[config.mk]
export PLATFORM = sky130hd
export DESIGN_NAME = t11_toggle_event_receiver
export DESIGN_NICKNAME = d
export VERILOG_FILES = /design/src/rtl/t11_toggle_pkg.sv /design/src/rtl/t11_toggle_edge_det.sv /design/src/rtl/t11_toggle_event_receiver.sv
export SDC_FILE = /design/constraint.sdc
export NUM_CORES = 1
export LEC_CHECK = 0
export ABC_AREA = 1
export CORE_UTILIZATION = 52
export CTS_CLUSTER_DIAMETER = 30
export CTS_CLUSTER_SIZE = 25
export DETAILED_ROUTE_END_ITERATION = 10
export HOLD_SLACK_MARGIN = 0.12
export PLACE_DENSITY = 0.79
export SLEW_MARGIN = 20
export SYNTH_ARGS = -nofsm -noshare
export SYNTH_HDL_FRONTEND = slang
export SYNTH_HIERARCHICAL = 1
export SYNTH_SLANG_ARGS = --single-unit
[constraint.sdc]
create_clock -name clk -period 3 [get_ports clk]
set_clock_uncertainty 0.2 [all_clocks]
set_input_delay 0.9 -clock clk [delete_from_list [all_inputs] [get_ports clk]]
set_output_delay 0.9 -clock clk [all_outputs]
set_load 0.01 [all_outputs]
[src/rtl/t11_toggle_pkg.sv]
// Shared constants and helpers for the toggle-encoded event receiver.
// TOGGLE_RX_SYNC_EN selects a 3-flop input chain (async sender) vs 1 flop.
package t11_toggle_pkg;

    localparam int CNT_W_DEF = 4;
    localparam int TOT_W_DEF = 16;

`ifdef TOGGLE_RX_SYNC_EN
    localparam int SYNC_STAGES = 3;
`else
    localparam int SYNC_STAGES = 1;
`endif

    // Largest value a w-bit unsigned counter can hold.
    function automatic longint unsigned max_cnt(input int unsigned w);
        return (64'd1 << w) - 64'd1;
    endfunction

endpackage

[src/rtl/t11_toggle_edge_det.sv]
// Sample chain plus level-change detector for the toggle line.
// Ports: clk_i, rst_i (sync, active-high), tog_i (toggle line), evt_o (one event).
module t11_toggle_edge_det
    import t11_toggle_pkg::*;
(
    input  logic clk_i,
    input  logic rst_i,
    input  logic tog_i,
    output logic evt_o
);

    logic [SYNC_STAGES-1:0] stage_q;
    logic                   last_lvl_q;

    always_ff @(posedge clk_i) begin
        if (rst_i) begin
            stage_q    <= '0;
            last_lvl_q <= 1'b0;
        end else begin
            stage_q[0] <= tog_i;
            for (int i = 1; i < SYNC_STAGES; i++) begin
                stage_q[i] <= stage_q[i-1];
            end
            last_lvl_q <= stage_q[SYNC_STAGES-1];
        end
    end

    // Any level change on the last stage is exactly one sender event.
    assign evt_o = stage_q[SYNC_STAGES-1] ^ last_lvl_q;

endmodule

[src/rtl/t11_toggle_event_receiver.sv]
// Toggle-link receiver: turns level changes into events, keeps a saturating
// pending count drained by valid/ready, a wrapping total and a sticky overflow.
// Ports: clk, rst (sync, active-high), tog_in, evt_valid, evt_ready,
//        pend_cnt, tot_cnt, ovf, ovf_clr. Macro: TOGGLE_RX_SYNC_EN.
module t11_toggle_event_receiver
    import t11_toggle_pkg::*;
#(
    parameter int CNT_W = CNT_W_DEF,
    parameter int TOT_W = TOT_W_DEF
) (
    input  logic             clk,
    input  logic             rst,
    input  logic             tog_in,
    output logic             evt_valid,
    input  logic             evt_ready,
    output logic [CNT_W-1:0] pend_cnt,
    output logic [TOT_W-1:0] tot_cnt,
    output logic             ovf,
    input  logic             ovf_clr
);

    localparam logic [CNT_W-1:0] CNT_MAX = CNT_W'(max_cnt(CNT_W));

    logic             evt;
    logic             acc;
    logic             ovf_set;
    logic [CNT_W-1:0] pend_q, pend_d;
    logic [TOT_W-1:0] tot_q, tot_d;
    logic             ovf_q, ovf_d;

    t11_toggle_edge_det u_edge (
        .clk_i (clk),
        .rst_i (rst),
        .tog_i (tog_in),
        .evt_o (evt)
    );

    assign acc = evt_valid & evt_ready;

    always_comb begin
        pend_d  = pend_q;
        ovf_set = 1'b0;
        tot_d   = tot_q + TOT_W'(evt);
        // A simultaneous detect and accept cancels out, even when saturated.
        if (evt && !acc) begin
            if (pend_q == CNT_MAX) begin
                ovf_set = 1'b1;
            end else begin
                pend_d = pend_q + CNT_W'(1);
            end
        end else if (!evt && acc) begin
            pend_d = pend_q - CNT_W'(1);
        end
        if (ovf_set) begin
            ovf_d = 1'b1;
        end else if (ovf_clr) begin
            ovf_d = 1'b0;
        end else begin
            ovf_d = ovf_q;
        end
    end

    always_ff @(posedge clk) begin
        if (rst) begin
            pend_q <= '0;
            tot_q  <= '0;
            ovf_q  <= 1'b0;
        end else begin
            pend_q <= pend_d;
            tot_q  <= tot_d;
            ovf_q  <= ovf_d;
        end
    end

    assign evt_valid = (pend_q != '0);
    assign pend_cnt  = pend_q;
    assign tot_cnt   = tot_q;
    assign ovf       = ovf_q;

endmodule

== Word level (Yosys, flattened, before mapping) ==
Cells that the tools add are included.
W data, S select, Z words.

* Word-level logic and storage cells: 27
* Flip-flop bits (word level): 23
* Output and inout port bits: 22
* Input bits: 5

* Reductions and logical operators: 8
* Mux-type cells: 7
* Eq/ne operators: 2
* Add/subtract/negate cells: 3
* Bitwise operators: 2

{| class="wikitable"
|+ Operator list
! operator !! number
|-
| $add A16 B1 Y16 || 1
|-
| $mux W4 || 3
|-
| $add A4 B1 Y4 const B || 1
|-
| $eq A4 B4 Y1 const B || 1
|-
| $mux W1 || 4
|-
| $reduce_bool A2 Y1 || 2
|-
| $reduce_bool A4 Y1 || 1
|-
| $sub A4 B1 Y4 const B || 1
|-
| $logic_and A1 B1 Y1 || 2
|-
| $logic_not A1 Y1 || 2
|-
| $ne A2 B2 Y1 const B || 1
|-
| $reduce_and A2 Y1 || 1
|-
| $and A1 B1 Y1 || 1
|-
| $xor A1 B1 Y1 || 1
|}

== Logic depth before layout (Yosys ltp) ==
Gate-level depths: netlist of the first run.

* Word-level depth: 6
* Gate-level depth with buffers: 13
* Mapped depth without buffers: 13

== Hierarchy ==
The synthesis of the first run kept the hierarchy.

{| class="wikitable"
|+ Modules (own cells, without submodules)
! module !! cells an instance !! times used !! area an instance (sq um)
|-
| t11_toggle_event_receiver || 152 || 1 || 1113.6
|-
| t11_toggle_edge_det || 10 || 1 || 70.1
|}

== Worst setup path after synthesis of the first run ==
No wires, ideal clock.

* Path type: input port to flip-flop
* From: input port evt_ready
* To: register pend_q[3] (netlist: pend_cnt[3])
* Stages: 11
* Setup time: 0.113 ns
* Setup slack: 0.819 ns
* Arrival time: 1.868 ns
* Buffers on the path: 0
* Cells stage by stage: nand2_4 -> nand2_2 -> ha_1 -> nand2_1 -> nand2_1 -> nor2_1 -> nand3_1 -> nand2_1 -> nor2_1 -> nor2_1 -> nor2_1

* Cells in the longest elaborated chain, start to end: 5
* Elaborated cells on any way between the ends: 8
* Those cells by class: eq/ne (1); mux (1); bitwise (1); reduce/logical (5)

{| class="wikitable"
|+ RTL lines
! item !! RTL line !! text
|-
| start: declaration || t11_toggle_event_receiver.sv:15 || <nowiki>input logic evt_ready,</nowiki>
|-
| $and A1 B1 Y1 * || t11_toggle_event_receiver.sv:38 || <nowiki>assign acc = evt_valid & evt_ready;</nowiki>
|-
| $logic_not A1 Y1 || t11_toggle_event_receiver.sv:45 || <nowiki>if (evt && !acc) begin</nowiki>
|-
| $logic_and A1 B1 Y1 || t11_toggle_event_receiver.sv:45 ||
|-
| $ne A2 B2 Y1 (no line) or $reduce_bool A2 Y1 (tied branches) || - ||
|-
| $reduce_and A2 Y1 (no line) || - ||
|-
| end signal: assignment || t11_toggle_event_receiver.sv:69 || <nowiki>pend_q <= pend_d;</nowiki>
|-
| end: declaration || t11_toggle_event_receiver.sv:27 || <nowiki>logic [CNT_W-1:0] pend_q, pend_d;</nowiki>
|}

Mark *: on every way between the ends. The rest lies on a longest branch, timed or not.
A chain may end at the register's enable or synchronous reset.

== Final worst setup path of the first run ==
* From: register pend_q[0] (netlist: pend_cnt[0])
* To: output port evt_valid

* Cells in the longest elaborated chain, start to end: 1

{| class="wikitable"
|+ RTL lines
! item !! RTL line !! text
|-
| $reduce_bool A4 Y1 || t11_toggle_event_receiver.sv:75 || <nowiki>assign evt_valid = (pend_q != '0);</nowiki>
|-
| end: declaration || t11_toggle_event_receiver.sv:14 || <nowiki>output logic evt_valid,</nowiki>
|}

No other way between the ends.

==> impl_results.md, run 1 <==
- Finished Layout Cells: 219
- Iteration-0 DRC Markers: 17
- DR DRC count: 0
- Worst Setup End Kind: output pin
- Cell count after placement: 215
- Fmax: approximately 370 MHz
- Cells after synthesis: 162
- Met3 Usage GRT: 0.0340
- Sequential share of the synthesized area: 0.389
- Post-CTS Hold Buffers: 0
- Finish-stage setup viols: 0
- Max_slew headroom: 0.695
- Row cnt: 16
- Drt via density: 5.17
- Reg2reg start: u_edge/stage_q
- IO Pins: 27
- Clock sinks: 23
- Hold WC Path Type: reg -> reg
- TritonRoute pass-1 iters: 4
- Peak VDD IR: about 0.44 mV
- Port bufs: 26
- Library cells used by synthesis: 25
- Hold slack: 0.262 ns
- Adder-cell share of the synthesized area: 0.0592
- Worst Setup Slack, final: between 0.3 and 0.4 ns
- TritonCTS clock tree: yes
- Yosys warns: 6
- Clock transition at path regs: 0.13 ns
- Synth Area in XOR/XNOR: 0.0148
- Simple-Gate Fraction of Synth Area: 0.374
- Largest net degree at the start of global routing: 14
- Root buffer cell: clkbuf_4
- Met2 usage: 0.394
- Worst Min Path Start: u_edge/stage_q
- Final #Nets: around 200
- Final Hold Viols: 0
- Crit-path max FO: 7
- Ys async rst share: 0
- Leak Pwr: 0.573 nW
- Inserted Clock Buffers: 3
- Ys flop type: dfxtp_1
- R2R Path End: tot_cnt[10]
- # diodes: 0
- GRT met1 Usage: 0.284
- Post-synth EDFFs: 0
- Area delta synth->final: 27.4%
- HPWL after DPL: 1.99 mm
- Worst-Margin Slew: around 0.45 ns
- Post-Route WL: 2.63 mm
- Max-cap violations: 0
- Mapped Area: roughly 1200 µm²
- Fin crit period: 2.67 ns
- Post-Syn Nets: 172
- WHS Endpoint: u_edge/last_lvl_q
- Wire length per cell: 12.0 µm
- Syn avg cell area: 7.31 µm²
- Slew Limit Fails: 0
- Critical path type: reg -> out
- Post-CTS Setup Inserts: 0
- Worst path required time: 1.90 ns
- Initial core utilization: 0.580
- Multiplexer share of the synthesized area: 0
- Reg-to-reg setup timing slack: 0.85 ns
- Global-route wire length before repair: 4.35 mm
- Sum of negative setup slack: 0 ns
- Clk buf depth: 2
- Flops & latches, synth: 23
- Largest family of logic cells by synthesized area: simple AND/OR/NAND/NOR gates
- Pwr per Cell Area: 544 nW/µm²
- Chip Height: slightly below 50 µm
- Gr usage total: 0.230
- Die ar.: 2470 µm²
- Worst hold path cell count: 2
- R2r worst-path depth: 10
- H-tree depth: 1
- Total congestion overflow: 0
- Startpoint Class: register
- DRT antenna net count: 0
- Total power: 0.821 mW
- # resized after CTS: 0
- GP Congestion: 0.855
- WP data arrival: 1.57 ns
- Initial antenna violation count: 0
- Total number of vias: 1133
- Vias in the first global route: about 1000
- Clock latency on the worst-skew pair: just over 0.3 ns
- Die Wd: 49.7 µm
- Period utilization: 0.890
- RSZ-0062 raised after global routing: no
- Core region area: 2040 µm²
- GRT busiest layer: met2
- Setup WS pre-CTS: 0.188 ns
- Status: finished clean
- Compound-Gate Fraction of Synth Area: 0.0772
- Share of cells above drive strength 1: 0.0938
-- per-layer routing --
metal / part of all wire / up-vias
li1: - / 584
met1: 0.47 / 516
met2: 0.48 / 29
met3: 0.044 / 4
met4: 0.010 / 0
met5: 0 / -
-- cell usage after synthesis, types with 2 or more instances --
library cell,number,area share
nand2_1,26,0.082
nor2_1,26,0.082
inv_1,24,0.076
dfxtp_1,23,0.39
a21oi_1,10,0.042
nand3_1,9,0.038
nand4_1,7,0.037
o21ai_0,6,0.025
nor3_1,5,0.021
ha_1,4,0.042
nand2_4,3,0.029
inv_2,2,0.0063
nand2_2,2,0.011
nand3_2,2,0.017
nor3_2,2,0.017
xor2_1,2,0.015
-- worst max-delay path, stage by stage (launching register included) --
cell and delay, ns:
dfxtp_1 0.50, nor2_1 0.10, nand2_2 0.11, clkdlybuf4s50_1 0.54
-- stage by stage --
stage | util | area [µm²]
6_report | 0.738 | 1510
5_1_grt | 0.738 | 1510
4_1_cts | 0.738 | 1510
3_5_place_dp | 0.725 | 1480
3_3_place_gp | 0.725 | 1480
2_1_floorplan | - | 1180
-- worst max-delay path by stage --
stage                            from          end  slack [ns]
final                     pend_cnt[0]    evt_valid        0.33
after global placement      evt_ready  pend_cnt[3]        0.27
after floorplan             evt_ready  pend_cnt[3]        0.82
after detailed placement    evt_ready  pend_cnt[3]        0.19
after CTS                 pend_cnt[0]    evt_valid        0.31
after global routing      pend_cnt[0]    evt_valid        0.24
-- cell type report --
class / instances / area, µm²
clock buffer: 4 / 26.3
fill: 172 / 534
timing repair buffer: 27 / 268
inverter: 26 / 97.6
sequential: 23 / 460
tap: 27 / 33.8
multi-input combinational: 112 / 622
-- report_power, final --
part / leakage [nW] / switching, mW / total (mW) / internal [mW]
clock: 0.0150 / 0.0925 / 0.144 / 0.0520
combinational: 0.371 / 0.163 / 0.306 / 0.143
sequential: 0.187 / 0.0388 / 0.370 / 0.331
-- logic make-up (layout without fill, tap and decap cells) --
group | count (synthesis) | count (layout)
adder cells (fa/ha/maj) | 5 | 5
XOR/XNOR | 2 | 2
AO/OA/AOI/OAI | 18 | 18
flip-flops | 23 | 23
buffers and inverters | 27 | 57
AND/OR/NAND/NOR | 87 | 87
-- registers in the layout (all words and copies together) (netlist names) --
name and count:
ovf 1, u_edge/stage_q 1, tot_cnt 16, u_edge/last_lvl_q 1
pend_cnt 4
-- placed cells by master, fill, tap and decap left out, drive strengths merged --
cell type / n
inv: 26
o21ai: 7
nor4: 1
xor2: 2
clkbuf: 4
ha: 4
fa: 1
nand3b: 1
nand2: 31
o22ai: 1
nor3: 8
a21oi: 10
nor2: 28
clkdlybuf4s50: 26
nand4: 7
dfxtp: 23
buf: 1
nand3: 11
Note: power is estimated with default switching activity, not from simulation.
==> inputs of run 2 (changes only) <==
Settings changed: CORE_UTILIZATION 52 to 55, CTS_BUF_LIST set to sky130_fd_sc_hd__clkbuf_4, PLACE_DENSITY 0.79 to 0.83.
==> run 2 against run 1 <==
Net effect:
- routed wire length fell by 8.3%
- total power fell by 0.66%
- worst hold slack got worse by 0.00077 ns
- clock power rose by 4%
- sequential share of layout area fell by 0.076 points
- global-route usage fell by 0.21 points
- via count rose by 1.6%
- largest cell class unchanged
- highest routed layer unchanged
==> impl_results.md, run 2 (synthesis gave the netlist of run 1 again) <==
- Finished Layout Cells: 219 (unchanged)
- Hold WC Path Type: reg -> reg (unchanged)
- Clock transition at path regs: 0.13 ns (about the same)
- GP Congestion: 0.853 (was 0.855)
- Worst path required time: 1.90 ns (about the same)
- Number of flip-flops under the largest register name: 16 (unchanged)
- Cell count after placement: 215 (unchanged)
- Initial antenna violation count: 0 (unchanged)
- Crit-path max FO: 7 (unchanged)
- CP cell instances: nor2_1 > nand2_2 > clkdlybuf4s50_1 (unchanged)
- Post-route cell area: 1510 µm² (about the same)
- Worst path buffer plus inverter count: 1 (unchanged)
- Max_slew headroom: 0.736 (was 0.695)
- Vias in the first global route: 1067 (was 1048)
- Worst-Margin Slew: 0.394 ns (was 0.454 ns)
- Register area: 460 µm² (unchanged)
- Gr usage total: 0.228 (was 0.230)
- Die Wd: 48.4 µm (was 49.7 µm)
- Largest net degree at the start of global routing: 14 (unchanged)
- Fin crit period: 2.62 ns (was 2.67 ns)
- DRT antenna net count: 0 (unchanged)
- RSZ-0062 raised after global routing: no (unchanged)
- Post-CTS Setup Inserts: 0 (unchanged)
- Port bufs: 26 (unchanged)
- Startpoint Class: register (unchanged)
- Status: finished clean (unchanged)
- # diodes: 0 (unchanged)
- Worst Setup Slack, final: 0.377 ns (was 0.331 ns)
- Period utilization: 0.874 (was 0.890)
- Core region area: 2000 µm² (was 2040 µm²)
- Chip Height: 48.4 µm (was 49.7 µm)
- TritonCTS clock tree: yes (unchanged)
- Die ar.: 2340 µm² (was 2470 µm²)
- HPWL after DPL: 1.81 mm (was 1.99 mm)
- Slew Limit Fails: 0 (unchanged)
- Crit-path slowest cell: clkdlybuf4s50_1 (unchanged)
- Post-CTS Hold Buffers: 0 (unchanged)
- Post-Route WL: 2.41 mm (was 2.63 mm)
- Max-cap violations: 0 (unchanged)
- Root buffer cell: clkbuf_4 (unchanged)
- Share of cells above drive strength 1: 0.0990 (was 0.0938)
- Total number of vias: 1151 (was 1133)
- H-tree depth: 1 (unchanged)
- Clock sinks: 23 (unchanged)
- Placed cell areas: 1480 µm² (unchanged)
- Finish-stage setup viols: 0 (unchanged)
- Fmax: 381 MHz (was 375 MHz)
- Wire length per cell: 11.0 µm (was 12.0 µm)
- Drt via density: 5.26 (was 5.17)
- Pwr per Cell Area: 539 nW/µm² (was 544 nW/µm²)
- Most frequent cells in the layout: nor2_1, nand2_1, clkdlybuf4s50_1, inv_1, dfxtp_1 (unchanged)
- # resized after CTS: 0 (unchanged)
- Total congestion overflow: 0 (unchanged)
- Critical path type: reg -> out (unchanged)
- Final Hold Viols: 0 (unchanged)
- Peak VDD IR: 0.299 mV (was 0.437 mV)
- Final #Nets: 203 (unchanged)
- Initial core utilization: 0.591 (was 0.580)
- Largest delay share family, worst path: buffers and inverters (unchanged)
- WP data arrival: 1.52 ns (was 1.57 ns)
- Iteration-0 DRC Markers: 35 (was 17)
- DR DRC count: 0 (unchanged)
- IO Pins: 27 (unchanged)
- Worst Setup End Kind: output pin (unchanged)
- Total power: 0.815 mW (was 0.821 mW)
- Slowest stage delay, CP: 0.54 ns (about the same)
- Sum of negative setup slack: 0 ns (unchanged)
- Multi-input logic area: 622 µm² (unchanged)
- Inserted Clock Buffers: 3 (unchanged)
- Leak Pwr: 0.576 nW (was 0.573 nW)
- Row cnt: 16 (unchanged)
- Global-route wire length before repair: 4.31 mm (was 4.35 mm)
- Setup WS pre-CTS: 0.191 ns (was 0.188 ns)
- Filler Cell Count: 160 (was 172)
- TritonRoute pass-1 iters: 4 (unchanged)
- Clk buf depth: 2 (unchanged)
- Clock latency on the worst-skew pair: 0.31 ns (about the same)
- Area delta synth->final: 27.7% (was 27.4%)
## run 2: path summary, 6_finish.rpt
path / startpoint / endpoint / slack, ns / cells past startpoint
max: pend_cnt[0] / evt_valid / 0.38 / 3
min: u_edge/stage_q / u_edge/last_lvl_q / 0.26 / 2
max reg2reg: u_edge/stage_q / tot_cnt[10] / 0.85 / 10
min reg2reg: u_edge/stage_q / u_edge/last_lvl_q / 0.26 / 2
## run 2: power by group
part,internal [mW],total (mW),switching (mW)
clock network,0.0609,0.150,0.0894
registers,0.331,0.368,0.0368
logic,0.142,0.297,0.154
## run 2: worst min-delay path: stages, from the launching register on
cell	delay [ns]
dfxtp_1	0.34
inv_1	0.06
nor2_1	0.04
## run 2: per-layer routing
layer | share of wire | global-route usage
met5 | 0 | 0
met4 | 0.0025 | 0.0735
met3 | 0.048 | 0.0346
met2 | 0.51 | 0.415
met1 | 0.44 | 0.273
## run 2: final cells by class
type / instances / area share
clock buffers: 4 / 0.0199
inverters: 26 / 0.0646
multi-input cells: 112 / 0.411
flip-flops and latches: 23 / 0.305
well taps: 27 / 0.0224
repair buffers: 27 / 0.177
## run 2: per-stage QoR
step | hold slack [ns] | utilization
floorplan | 0.224 | -
CTS | 0.260 | 0.755
finish | 0.261 | 0.755
detailed placement | 0.241 | 0.740
global placement | 0.235 | 0.740
global route | 0.296 | 0.755
==> inputs of run 3 (changes only) <==
Settings changed: CORE_UTILIZATION 55 to 45, PLACE_DENSITY 0.83 to 0.7.
==> run 3 against run 2 <==
Net effect:
- routed wire length up 4.2%
- combinational power about the same
- register-to-register slack about the same
- clock power about the same
- cell count up 1.4%
- fmax down 1.7%
- highest routed layer unchanged
- sequential cell count unchanged
- total power up 0.28%
==> impl_results.md, run 3 (synthesis gave the netlist of run 1 again) <==
- Row cnt: 18 (was 16)
- Clock latency on the worst-skew pair: 0.31 ns (about the same)
- Finished Layout Cells: 222 (was 219)
- H-tree depth: 1 (unchanged)
- Hold WC Path Type: reg -> reg (unchanged)
- IO Pins: 27 (unchanged)
- Crit-path max FO: 7 (unchanged)
- Drt via density: 5.05 (was 5.26)
- Area delta synth->final: 28.0% (was 27.7%)
- Internal power: 0.535 mW (was 0.534 mW)
- Die Wd: 53.3 µm (was 48.4 µm)
- Number of flip-flops under the largest register name: 16 (unchanged)
- Cell count after placement: 218 (was 215)
- Pwr per Cell Area: 539 nW/µm² (about the same)
- Total number of vias: 1122 (was 1151)
- Finish-stage setup viols: 0 (unchanged)
- WHS Endpoint: u_edge/last_lvl_q (unchanged)
- RSZ-0062 raised after global routing: no (unchanged)
- Critical path type: reg -> out (unchanged)
- Port bufs: 26 (unchanged)
- NetSw: 0.283 mW (was 0.281 mW)
- Seq pwr share: 0.452 (about the same)
- Global-route wire length before repair: 3.96 mm (was 4.31 mm)
- Max_slew headroom: 0.736 (about the same)
- Inserted Clock Buffers: 3 (unchanged)
- Worst hold path cell count: 2 (unchanged)
- Fmax: 375 MHz (was 381 MHz)
- Worst path required time: 1.90 ns (about the same)
- Worst Min Path Start: u_edge/stage_q (unchanged)
- Switching Share: 0.346 (was 0.344)
- Clock sinks: 23 (unchanged)
- Wire length per cell: 11.3 µm (was 11.0 µm)
- Reg-to-reg setup timing slack: 0.84 ns (was 0.85 ns)
- TritonCTS clock tree: yes (unchanged)
- Register area: 460 µm² (unchanged)
- Iteration-0 DRC Markers: 19 (was 35)
- Fin crit period: 2.67 ns (was 2.62 ns)
- GP Congestion: 0.853 (about the same)
- Core region area: 2480 µm² (was 2000 µm²)
- Peak VDD IR: 0.355 mV (was 0.299 mV)
- Most frequent cells in the layout: nor2_1, nand2_1, clkdlybuf4s50_1, inv_1, dfxtp_1 (unchanged)
- Final #Nets: 203 (unchanged)
- WP data arrival: 1.57 ns (was 1.52 ns)
- Largest net degree at the start of global routing: 13 (was 14)
- Multi-input logic area: 622 µm² (unchanged)
- Worst Setup End Kind: output pin (unchanged)
- Placed cell areas: 1490 µm² (was 1480 µm²)
- Initial core utilization: 0.478 (was 0.591)
- Worst-Margin Slew: 0.393 ns (was 0.394 ns)
- Final Hold Viols: 0 (unchanged)
- Sum of negative setup slack: 0 ns (unchanged)
- Post-Route WL: 2.51 mm (was 2.41 mm)
- Total power: 0.817 mW (was 0.815 mW)
- Post-route cell area: 1520 µm² (was 1510 µm²)
- Slew Limit Fails: 0 (unchanged)
- Clk buf depth: 2 (unchanged)
- Post-CTS Hold Buffers: 0 (unchanged)
- Reg2reg start: u_edge/stage_q (unchanged)
- Status: finished clean (unchanged)
- Filler Cell Count: 235 (was 160)
- HPWL after DPL: 1.90 mm (was 1.81 mm)
- DRT antenna net count: 0 (unchanged)
- Total congestion overflow: 0 (unchanged)
- Root buffer cell: clkbuf_4 (unchanged)
- R2R Path End: tot_cnt[10] (unchanged)
- # resized after CTS: 0 (unchanged)
- Share of cells above drive strength 1: 0.0990 (unchanged)
- Worst Setup SP: pend_cnt[0] (unchanged)
- DR DRC count: 0 (unchanged)
- R2r worst-path depth: 10 (unchanged)
- Die ar.: 2840 µm² (was 2340 µm²)
- Fin util: 0.612 (was 0.755)
- Initial antenna violation count: 0 (unchanged)
- Period utilization: 0.889 (was 0.874)
- Post-CTS Setup Inserts: 0 (unchanged)
- Chip Height: 53.3 µm (was 48.4 µm)
- Gr usage total: 0.194 (was 0.228)
- TritonRoute pass-1 iters: 4 (unchanged)
- Clock power frac: 0.187 (was 0.184)
- Max-cap violations: 0 (unchanged)
- Combinational power share: 0.361 (was 0.364)
- Clock transition at path regs: 0.12 ns (was 0.13 ns)
- Leak Pwr: 0.576 nW (unchanged)
- # diodes: 0 (unchanged)
- Startpoint Class: register (unchanged)
- Vias in the first global route: 957 (was 1067)
-- run 3: cell counts in the layout (fill, tap and decap cells not counted) --
Identical to the previous run, type by type.
-- run 3: layout make-up --
| class | instances | share of cell area |
|---|---|---|
| Inverter | 26 | 0.0644 |
| Sequential cell | 23 | 0.304 |
| Multi-Input combinational cell | 112 | 0.410 |
| Tap cell | 30 | 0.0248 |
| Clock buffer | 4 | 0.0198 |
| Timing Repair Buffer | 27 | 0.177 |
-- run 3: metal layers --
| layer | vias to the layer above | GRT usage | routed length [µm] | part of all wire |
|---|---|---|---|---|
| met5 | - | 0 | 0 | 0 |
| met4 | 0 | 0.0877 | 45 | 0.018 |
| met3 | 4 | 0.0259 | 107 | 0.043 |
| met2 | 35 | 0.333 | 1220 | 0.49 |
| met1 | 502 | 0.234 | 1130 | 0.45 |
| li1 | 581 | - | - | - |
-- run 3: worst max-delay path by stage --
| stage | to | slack [ns] | depth (start not counted) |
|---|---|---|---|
| after floorplan | pend_cnt[3] | 0.82 | 11 |
| after global placement | pend_cnt[3] | 0.26 | 12 |
| after detailed placement | pend_cnt[3] | 0.21 | 12 |
| after CTS | evt_valid | 0.33 | 3 |
| after global routing | evt_valid | 0.29 | 3 |
| final | evt_valid | 0.33 | 3 |
-- run 3: worst max-delay path: stages, from the launching register on --
cell and delay [ns]:
dfxtp_1 0.51, nor2_1 0.10, nand2_2 0.11, clkdlybuf4s50_1 0.54
-- run 3: metrics by stage --
| stage | setup WS [ns] | hold slack (ns) |
|---|---|---|
| floorplan | 0.819 | 0.224 |
| finish | 0.332 | 0.257 |
| CTS | 0.330 | 0.258 |
| detailed placement | 0.213 | 0.240 |
| global route | 0.285 | 0.268 |
| global placement | 0.259 | 0.232 |
-- run 3: power groups by stage --
stage	Sequential, mW	Combinational (mW)	Clock (mW)
2_1_floorplan	0.380	0.181	0
3_3_place_gp	0.373	0.289	0
3_5_place_dp	0.376	0.295	0
4_1_cts	0.369	0.297	0.155
5_1_grt	0.372	0.334	0.166
6_report	0.369	0.295	0.153
==> patch, RTL diff (settings of run 1) <==
Reset style: asynchronous (`rst` and `rst_i`), changed in 2 clocked blocks.
--- a/src/rtl/t11_toggle_edge_det.sv
+++ b/src/rtl/t11_toggle_edge_det.sv
@@ -14,3 +14,3 @@
 
-    always_ff @(posedge clk_i) begin
+    always_ff @(posedge clk_i or posedge rst_i) begin
         if (rst_i) begin
--- a/src/rtl/t11_toggle_event_receiver.sv
+++ b/src/rtl/t11_toggle_event_receiver.sv
@@ -62,3 +62,3 @@
 
-    always_ff @(posedge clk) begin
+    always_ff @(posedge clk or posedge rst) begin
         if (rst) begin
Formal check against the unedited RTL: differs if rst is asserted again (counterexample within 4 cycles, from zero or initial values and one cycle with rst high); with rst held inactive, the same outputs for 10 cycles.
==> patch against run 1 <==
Register-to-register slack lost 0.03 ns; synthesized cell count fell by 30%; die area shrank 5.3%; wire length fell by 22%; worst hold slack worse by 0.038 ns; sequential cell count unchanged; area after synthesis fell by 5.5%; sequential power rose by 27%; non-clock buffer count did not move; total power is 28% higher; worst setup slack improved by 0.046 ns; fmax rose by 1.7%; sequential share of layout area grew 9.2 points; design area down 3.8%; critical endpoint unchanged.
==> patch: results (changes against run 1) <==
Result of the run: finished clean (unchanged). The net count after synthesis is 123 (was 172). The final layout net count is 155 (was 203).

The start point of the critical path was pend_cnt[0] (unchanged). The cell depth of the worst flop-to-flop path was 13 (was 10). The ratio of cells with drive above 1 in the final layout is 0.104 (was 0.0938). Top cells by count, synth: dfrtp_1 (23), nand2_1 (20), inv_1 (14), nor2_1 (12), xor2_1 (10) (was nand2_1 (26), nor2_1 (26), inv_1 (24), dfxtp_1 (23), a21oi_1 (10)). The area fraction in compound gates after synthesis came to 0.0101 (was 0.0772).

The worst endpoint data arrival time was 1.52 ns (was 1.57 ns). The global-route usage over all layers came out at 0.203 (was 0.230). The leakage power of the design is 0.669 nW (was 0.573 nW).

The half-perimeter wire length after detailed placement is 1.50 mm (was 1.99 mm). Top cells by area, synth: dfrtp_1 (51%), xor2_1 (7.8%), nand2_1 (6.7%) (was dfxtp_1 (39%), nand2_1 (8.2%), nor2_1 (8.2%)). The worst-case vdd ir drop came out at 438 uV (was 437 uV). The post-synthesis share of cell area spent on full adders, half adders and majority gates came out at 0.0626 (was 0.0592). The area share of xor/xnor cells in the synthesized design is 0.117 (was 0.0148). The share of synthesized flip-flops with an asynchronous set or reset came out at 1.00 (was 0).

The global-route wire length before repair came out at 3.63 mm (was 4.35 mm). The measured slew at the worst slew-check pin was 0.303 ns (was 0.454 ns). The via count came to 854 (was 1133). The destination of the worst register-to-register timing path is pend_cnt[3] (was tot_cnt[10]). The number of global-route vias before repair is 830 (was 1048).

The largest net degree at the start of global routing is 19 (was 14). The most common flop cell mapped by yosys is dfrtp_1 (was dfxtp_1). The post-detailed-route wirelength per cell came out at 12.0 um (about the same).

The final estimated routing congestion in global placement came to 0.817 (was 0.855). The sequential-to-total area share from yosys stat came out at 0.515 (was 0.389). The number of design-rule violations left by the first detailed-router iteration was 12 (was 17).
==> patch: cell types whose count changed after synthesis, moves of 3 or more <==
cell     before  now
nand2_1      26   20
a21oi_1      10    1
xnor2_1       0    5
dfxtp_1      23    0
inv_1        24   14
xor2_1        2   10
o21ai_0       6    0
nor2_1       26   12
nand4_1       7    4
dfrtp_1       0   23
nor3_1        5    0
nand2_4       3    0
==> patch: area by class of cell <==
type                            count  area, sq um  share of cell area
Clock buffer                        3         22.5              0.0155
Clock inverter                      1         7.51             0.00518
Inverter                           14         52.6              0.0362
Multi-Input combinational cell     76          490               0.338
Sequential cell                    23          576               0.397
Tap cell                           27         33.8              0.0233
Timing Repair Buffer               27          268               0.185
==> patch: how the worst min path moves through the flow <==
| stage | start | end | slack (ns) |
|---|---|---|---|
| after global routing | u_edge/stage_q | u_edge/last_lvl_q | 0.25 |
| final | u_edge/stage_q | u_edge/last_lvl_q | 0.22 |
| after floorplan | u_edge/stage_q | u_edge/last_lvl_q | 0.17 |
| after detailed placement | u_edge/stage_q | u_edge/last_lvl_q | 0.20 |
| after CTS | u_edge/stage_q | u_edge/last_lvl_q | 0.23 |
| after global placement | u_edge/stage_q | u_edge/last_lvl_q | 0.19 |
==> patch: cells by family (layout without fill, tap and decap cells) <==
kind of cell / after synthesis / after routing
AOI/OAI and AO/OA: 2 / 2
buffers and inverters: 14 / 45
adders and majority gates: 5 / 5
DFF: 23 / 23
and+or+nand+nor: 54 / 54
xor gates and xnor gates: 15 / 15
==> patch: routing by layer <==
layer / up-vias / global-route usage / share of wire
li1: 421 / - / -
met1: 400 / 0.265 / 0.45
met2: 29 / 0.338 / 0.48
met3: 4 / 0.0409 / 0.060
met4: 0 / 0.0735 / 0.010
met5: - / 0 / 0
==> patch: through the flow <==
stage | power, mW | instance area, sq um | cells | setup slack [ns]
final | 1.05 | 1450 | 171 | 0.376
after global routing | 1.13 | 1450 | 171 | 0.283
after CTS | 1.06 | 1450 | 171 | 0.367
after detailed placement | 0.911 | 1420 | 167 | 0.190
after global placement | 0.896 | 1420 | 167 | 0.243
after floorplan | 0.711 | 1120 | 113 | 0.752
==> patch: report_power, final <==
part | switching, mW | total [mW] | internal [mW]
combinational | 0.206 | 0.432 | 0.226
sequential | 0.0876 | 0.471 | 0.383
clock | 0.0932 | 0.144 | 0.0509
==> patch: critical path: stages, from the launching register on <==
cell and delay, ns:
dfrtp_1 0.50, nor2_1 0.08, nand2_1 0.11, clkdlybuf4s50_1 0.54
